==> src/rtl/avg_arbiter.sv <==
// avg_arbiter: two-channel block-averaging scheduler.
// One adder is shared between two signed sample streams through a
// round-robin arbiter. Each channel keeps its own accumulator and window
// counter. One floor average is emitted per channel every 2^SAMPLES
// accepted samples, through a single valid/ready port tagged by channel.
//
// Ports:
//   clk, rst            clock, synchronous active-high reset
//   start_i             1 = accept samples; deassert to drain and stop
//   chN_valid_i/data_i  channel N sample stream (signed)
//   chN_ready_o         channel N sample accepted when high with valid
//   avg_valid_o/ch_o    result valid and its channel
//   avg_data_o          signed floor average of the window
//   avg_ready_i         downstream accepts the result
//   busy_o              high while running or draining
module avg_arbiter #(
  parameter int WIDTH   = 16,
  parameter int SAMPLES = 3
) (
  input  logic                    clk,
  input  logic                    rst,
  input  logic                    start_i,
  input  logic                    ch0_valid_i,
  input  logic signed [WIDTH-1:0] ch0_data_i,
  output logic                    ch0_ready_o,
  input  logic                    ch1_valid_i,
  input  logic signed [WIDTH-1:0] ch1_data_i,
  output logic                    ch1_ready_o,
  output logic                    avg_valid_o,
  output logic                    avg_ch_o,
  output logic signed [WIDTH-1:0] avg_data_o,
  input  logic                    avg_ready_i,
  output logic                    busy_o
);

  localparam int ACC_W = WIDTH + SAMPLES;

  typedef enum logic [1:0] {
    ST_IDLE  = 2'd0,
    ST_RUN   = 2'd1,
    ST_DRAIN = 2'd2
  } state_t;

  state_t state_reg, state_next;
  logic   last_grant_reg;

  logic [1:0]              valid_vec;
  logic [1:0]              last_vec;
  logic [1:0]              block_vec;
  logic [1:0]              elig_vec;
  logic [1:0]              ready_vec;
  logic [1:0]              accept_vec;
  logic signed [WIDTH-1:0] data_vec [2];
  logic signed [ACC_W-1:0] ext_vec  [2];
  logic signed [ACC_W-1:0] sum_vec  [2];
  logic signed [ACC_W-1:0] acc_reg  [2];
  logic [SAMPLES-1:0]      cnt_reg  [2];

  logic                    grant;
  logic                    out_busy;
  logic                    drain_done;
  logic                    clear_all;
  logic                    accept_any;
  logic                    accept_ch;
  logic                    complete;
  logic signed [ACC_W-1:0] sum_sel;
  logic signed [WIDTH-1:0] avg_val;
  logic                    unused_low;

  assign valid_vec   = {ch1_valid_i, ch0_valid_i};
  assign data_vec[0] = ch0_data_i;
  assign data_vec[1] = ch1_data_i;

  // Output register holds a result that will not leave this cycle.
  assign out_busy   = avg_valid_o & ~avg_ready_i;
  assign drain_done = ~avg_valid_o | avg_ready_i;
  assign clear_all  = (state_reg == ST_DRAIN) & drain_done;

  genvar gi;
  generate
    for (gi = 0; gi < 2; gi++) begin : g_ch
      assign ext_vec[gi]  = {{SAMPLES{data_vec[gi][WIDTH-1]}}, data_vec[gi]};
      assign sum_vec[gi]  = acc_reg[gi] + ext_vec[gi];
      assign last_vec[gi] = (cnt_reg[gi] == {SAMPLES{1'b1}});
      // A channel about to complete cannot be served while the output
      // register is stuck; the other channel keeps flowing meanwhile.
      assign block_vec[gi] = last_vec[gi] & out_busy;
      assign elig_vec[gi]  = valid_vec[gi] & ~block_vec[gi];
      assign ready_vec[gi] = (state_reg == ST_RUN) & elig_vec[gi] &
                             (grant == (gi == 1));

      always_ff @(posedge clk) begin
        if (rst || clear_all) begin
          acc_reg[gi] <= '0;
          cnt_reg[gi] <= '0;
        end else if (accept_vec[gi]) begin
          if (last_vec[gi]) begin
            acc_reg[gi] <= '0;
            cnt_reg[gi] <= '0;
          end else begin
            acc_reg[gi] <= sum_vec[gi];
            cnt_reg[gi] <= cnt_reg[gi] + 1'b1;
          end
        end
      end
    end
  endgenerate

  // Round robin among eligible requesters; ties go to the channel that
  // was not served last.
  always_comb begin
    grant = 1'b0;
    if (elig_vec == 2'b11) begin
      grant = ~last_grant_reg;
    end else if (elig_vec[1]) begin
      grant = 1'b1;
    end
  end

  assign ch0_ready_o = ready_vec[0];
  assign ch1_ready_o = ready_vec[1];
  assign accept_vec  = ready_vec & valid_vec;
  assign accept_any  = |accept_vec;
  assign accept_ch   = accept_vec[1];
  assign complete    = accept_any & last_vec[accept_ch];

  // Dropping the low SAMPLES bits of the full sum is an arithmetic shift,
  // i.e. floor toward minus infinity; the rest fits WIDTH exactly.
  assign sum_sel    = sum_vec[accept_ch];
  assign avg_val    = sum_sel[ACC_W-1:SAMPLES];
  assign unused_low = ^sum_sel[SAMPLES-1:0];

  assign busy_o = (state_reg != ST_IDLE);

  always_comb begin
    state_next = state_reg;
    case (state_reg)
      ST_IDLE:  if (start_i)    state_next = ST_RUN;
      ST_RUN:   if (!start_i)   state_next = ST_DRAIN;
      ST_DRAIN: if (drain_done) state_next = ST_IDLE;
      default:                  state_next = ST_IDLE;
    endcase
  end

  always_ff @(posedge clk) begin
    if (rst) begin
      state_reg      <= ST_IDLE;
      last_grant_reg <= 1'b1;
      avg_valid_o    <= 1'b0;
      avg_ch_o       <= 1'b0;
      avg_data_o     <= '0;
    end else begin
      state_reg <= state_next;
      if (accept_any) begin
        last_grant_reg <= accept_ch;
      end
      // A completion is only possible when the register is free or being
      // emptied this cycle, so loading never overwrites a live result.
      if (complete) begin
        avg_valid_o <= 1'b1;
        avg_ch_o    <= accept_ch;
        avg_data_o  <= avg_val;
      end else if (avg_valid_o && avg_ready_i) begin
        avg_valid_o <= 1'b0;
      end
    end
  end

endmodule

==> config.mk <==
export PLATFORM = sky130hd
export DESIGN_NAME = avg_arbiter
export DESIGN_NICKNAME = d
export VERILOG_FILES = /design/src/rtl/avg_arbiter.sv
export SDC_FILE = /design/constraint.sdc
export NUM_CORES = 1
export LEC_CHECK = 0
export CAP_MARGIN = 0
export CORE_UTILIZATION = 30
export DETAILED_ROUTE_END_ITERATION = 6
export HOLD_SLACK_MARGIN = 0.06
export PLACE_DENSITY = 0.57
export SLEW_MARGIN = 20
export SYNTH_ARGS = -nofsm -noshare
export SYNTH_HDL_FRONTEND = slang
export SYNTH_SLANG_ARGS = --single-unit
==> constraint.sdc <==
create_clock -name clk -period 5.65 [get_ports clk]
set_input_delay 1.13 -clock clk [delete_from_list [all_inputs] [get_ports clk]]
set_output_delay 1.13 -clock clk [all_outputs]
set_load 0.02 [all_outputs]
==> impl_metrics.json <==
{
  "fin_crit_sh": 0.744,
  "first_iter_violations": 244,
  "die_x_um": 124,
  "grt_usage": 0.159,
  "crit_path_top_delay_cell": "clkdlybuf4s50_1",
  "synth-async-reset-ratio": 0,
  "synth_xor_area_frac": 0.0532,
  "yosysSeqAreaShare": 0.392,
  "multi_input_area_um2": 2600,
  "synthSimpleGateAreaFrac": 0.213,
  "via_per_inst": 5.23,
  "grt_pass1_wl_um": 18500,
  "final.min_clock_period_ps": 4200,
  "rsz0062_at_grt": "no",
  "crit_family": "buffers and inverters",
  "wl_met2_um": 5320,
  "grt_max_degree": 26,
  "fin_skew_ps": 5.18,
  "cp-end-kind": "output port",
  "place_congestion": 0.887,
  "overflow": 0,
  "fmax_mhz": 238,
  "r2r_slack_ps": 2790,
  "fp-row-count": 44,
  "synth-compound-area-share": 0.197,
  "area_delta_synth_final_pct": 24.5,
  "met3_length_um": 477,
  "cts.reportedPaths.clkPinSlew_ps": 50,
  "slew_violations": 0,
  "grt_pass1_vias": 3717,
  "timing_worst_slew_pin_value_ps": 998,
  "peakVddDrop_mv": 0.151,
  "path_cells": "clkdlybuf4s50_1 > nand3b_1 > nand3_1 > a21o_1 > inv_1 > clkdlybuf4s50_1",
  "root_buffer": "clkbuf_16",
  "layout-drive-gt1-share": 0.0460,
  "hold_depth": 1,
  "start_util": 0.307,
  "cap_violations": 0,
  "clock-sinks": 65,
  "muxShareOfSynthArea": 0,
  "drc_errors": 0,
  "ant_nets": 0,
  "syn_area_per_cell_um2": 9.20,
  "synthAdderAreaFrac": 0.122,
  "syn-cell-area_um2": 4450,
  "critPathKind": "primary input to output port",
  "dieArea_um2": 15300,
  "slew-limit-headroom": 0.333,
  "total_leakage_power_nw": 2.20,
  "critPathLaunchType": "primary input",
  "postLayoutCoreUtil": 0.382,
  "ys_ff_latch": 65,
  "die_h_um": 124,
  "largest_reg_flops": 38,
  "dr.pass1.iters": 4,
  "power_density_nw_per_um2": 261,
  "postCtsSetupBuffers": 0,
  "cp.depth": 6,
  "fin_setup_tns_ps": 0,
  "cp_max_fo": 11,
  "setup_viol": 0,
  "synthCells": 483,
  "core_area_um2": 14500,
  "critPathRequiredTime_ps": 4520,
  "cts_inserted_buffers": 9,
  "wl_met1_um": 5440,
  "max_stage_delay_ps": 690,
  "ys_warn_count": 0,
  "portBuffers": 58,
  "clk_latency_ps": 330,
  "cts_hold_buf": 0,
  "ys.flop_type": "edfxtp_1",
  "io_pins": 59,
  "register_area_um2": 1740,
  "outcome": "complete, no violations",
  "nets": 620,
  "drt-total-wl_um": 11400,
  "fillers": 1476,
  "cts_buffer_depth": 2,
  "ys_types": 55,
  "cts_tree": "done",
  "arrival_ps": 3070,
  "num_vias": 3808,
  "ctsResizeCount": 0,
  "htree_num_levels": 3,
  "hpwlAfterDp_um": 8520,
  "crit_top_cell": "clkdlybuf4s50_1",
  "synth_top_family_by_area": "simple AND/OR/NAND/NOR gates",
  "reg2reg_depth": 9,
  "antenna_found_initial": 0,
  "wl_per_cell_um": 15.7,
  "min_path_type": "flop to flop",
  "path_buf_inv": 3,
  "hold_viol_final": 0,
  "top_layer_used": "met4",
  "synth-edff-count": 44,
  "antennaDiodeCount": 0,
  "syn_nets": 563
}
[worst reg2reg max path, cell delays in order, from the launching register on]
cell and delay [ps]:
edfxtp_1 390, ha_1 220, ha_1 230, nand3b_1 130
nand3_1 110, a21o_1 200, buf_4 210, or3_1 600
or4_1 570, nand2_1 60
[layout by cell type (no fill, tap or decap), types with 9 or more instances in the layout]
master            n
inv_1            13
nand2_1          28
o21a_1            9
edfxtp_1         44
clkbuf_16         9
dfxtp_1          21
o21ai_0          21
nor2_1           60
a211oi_1         11
xor2_1           15
nor3_1           20
nand3_1          12
nor2b_1           9
and2_1           25
a21o_1           10
xnor2_1          12
ha_1             40
clkdlybuf4s50_1  58
a21oi_1          39
[Yosys cell counts (3+ instances only)]
| cell | instances | share of area |
|---|---|---|
| a211oi_1 | 11 | 0.019 |
| and2_1 | 25 | 0.035 |
| nor2_1 | 60 | 0.051 |
| inv_1 | 13 | 0.011 |
| clkbuf_1 | 15 | 0.013 |
| a21o_1 | 10 | 0.017 |
| o21a_1 | 9 | 0.015 |
| o21ai_0 | 21 | 0.024 |
| nand2b_1 | 6 | 0.0084 |
| a311oi_1 | 3 | 0.0059 |
| a31oi_1 | 4 | 0.0056 |
| nor3_1 | 20 | 0.023 |
| nand2_1 | 28 | 0.024 |
| nand3_1 | 12 | 0.014 |
| xor2_1 | 15 | 0.030 |
| o211ai_1 | 3 | 0.0051 |
| a2111oi_0 | 3 | 0.0059 |
| and3_1 | 6 | 0.0084 |
| nor2b_1 | 9 | 0.013 |
| ha_1 | 40 | 0.11 |
| nor4_1 | 4 | 0.0056 |
| xnor2_1 | 12 | 0.024 |
| dfxtp_1 | 21 | 0.095 |
| o21bai_1 | 4 | 0.0068 |
| edfxtp_1 | 44 | 0.30 |
| a21oi_1 | 39 | 0.044 |
| or3_1 | 5 | 0.0070 |
[cell type report]
type                       instances  area share
clock buffer                      12      0.0445
multi-input combinational        390       0.470
timing repair buffer              61       0.109
inverter                          13     0.00882
clock inverter                     3      0.0118
sequential                        65       0.315
tap                              184      0.0416
[routing by layer]
metal  up-vias  global-route usage
li1       1905                   -
met1      1788               0.205
met2       100               0.260
met3        15              0.0325
met4         0              0.0610
met5         -                   0
[logic make-up after synthesis]
group / count (synthesis)
compound gates: 132
flops: 65
buf+inv: 28
xor+xnor: 27
fa+ha+maj: 42
simple gates: 189
[worst paths after layout]
path	startpoint	endpoint
setup reg to reg	cnt_reg[1][0]	acc_reg[1][18]
setup / recovery	avg_ready_i	ch1_ready_o
hold / removal	state_reg[1]	state_reg[0]
hold reg to reg	state_reg[1]	state_reg[0]
[metrics by stage]
| stage | std cells | setup slack, ps | power (mW) | area [um2] | hold slack [ps] |
|---|---|---|---|---|---|
| final | 728 | 1450 | 1.44 | 5530 | 477 |
| after global routing | 728 | 1350 | 1.52 | 5530 | 485 |
| after CTS | 728 | 1420 | 1.46 | 5530 | 470 |
| after detailed placement | 713 | 1430 | 0.854 | 5220 | 460 |
| after global placement | 713 | 1490 | 0.849 | 5220 | 441 |
| after floorplan | 483 | 2320 | 0.759 | 4450 | 427 |
[where the power goes]
| part | internal, mW | total, mW | switching (mW) | leakage [nW] |
|---|---|---|---|---|
| Combinational | 0.130 | 0.311 | 0.181 | 1.41 |
| Sequential | 0.532 | 0.540 | 0.00783 | 0.632 |
| Clock | 0.395 | 0.594 | 0.199 | 0.153 |
| Total | 1.06 | 1.44 | 0.388 | 2.20 |
(Power assumes the default switching activity.)
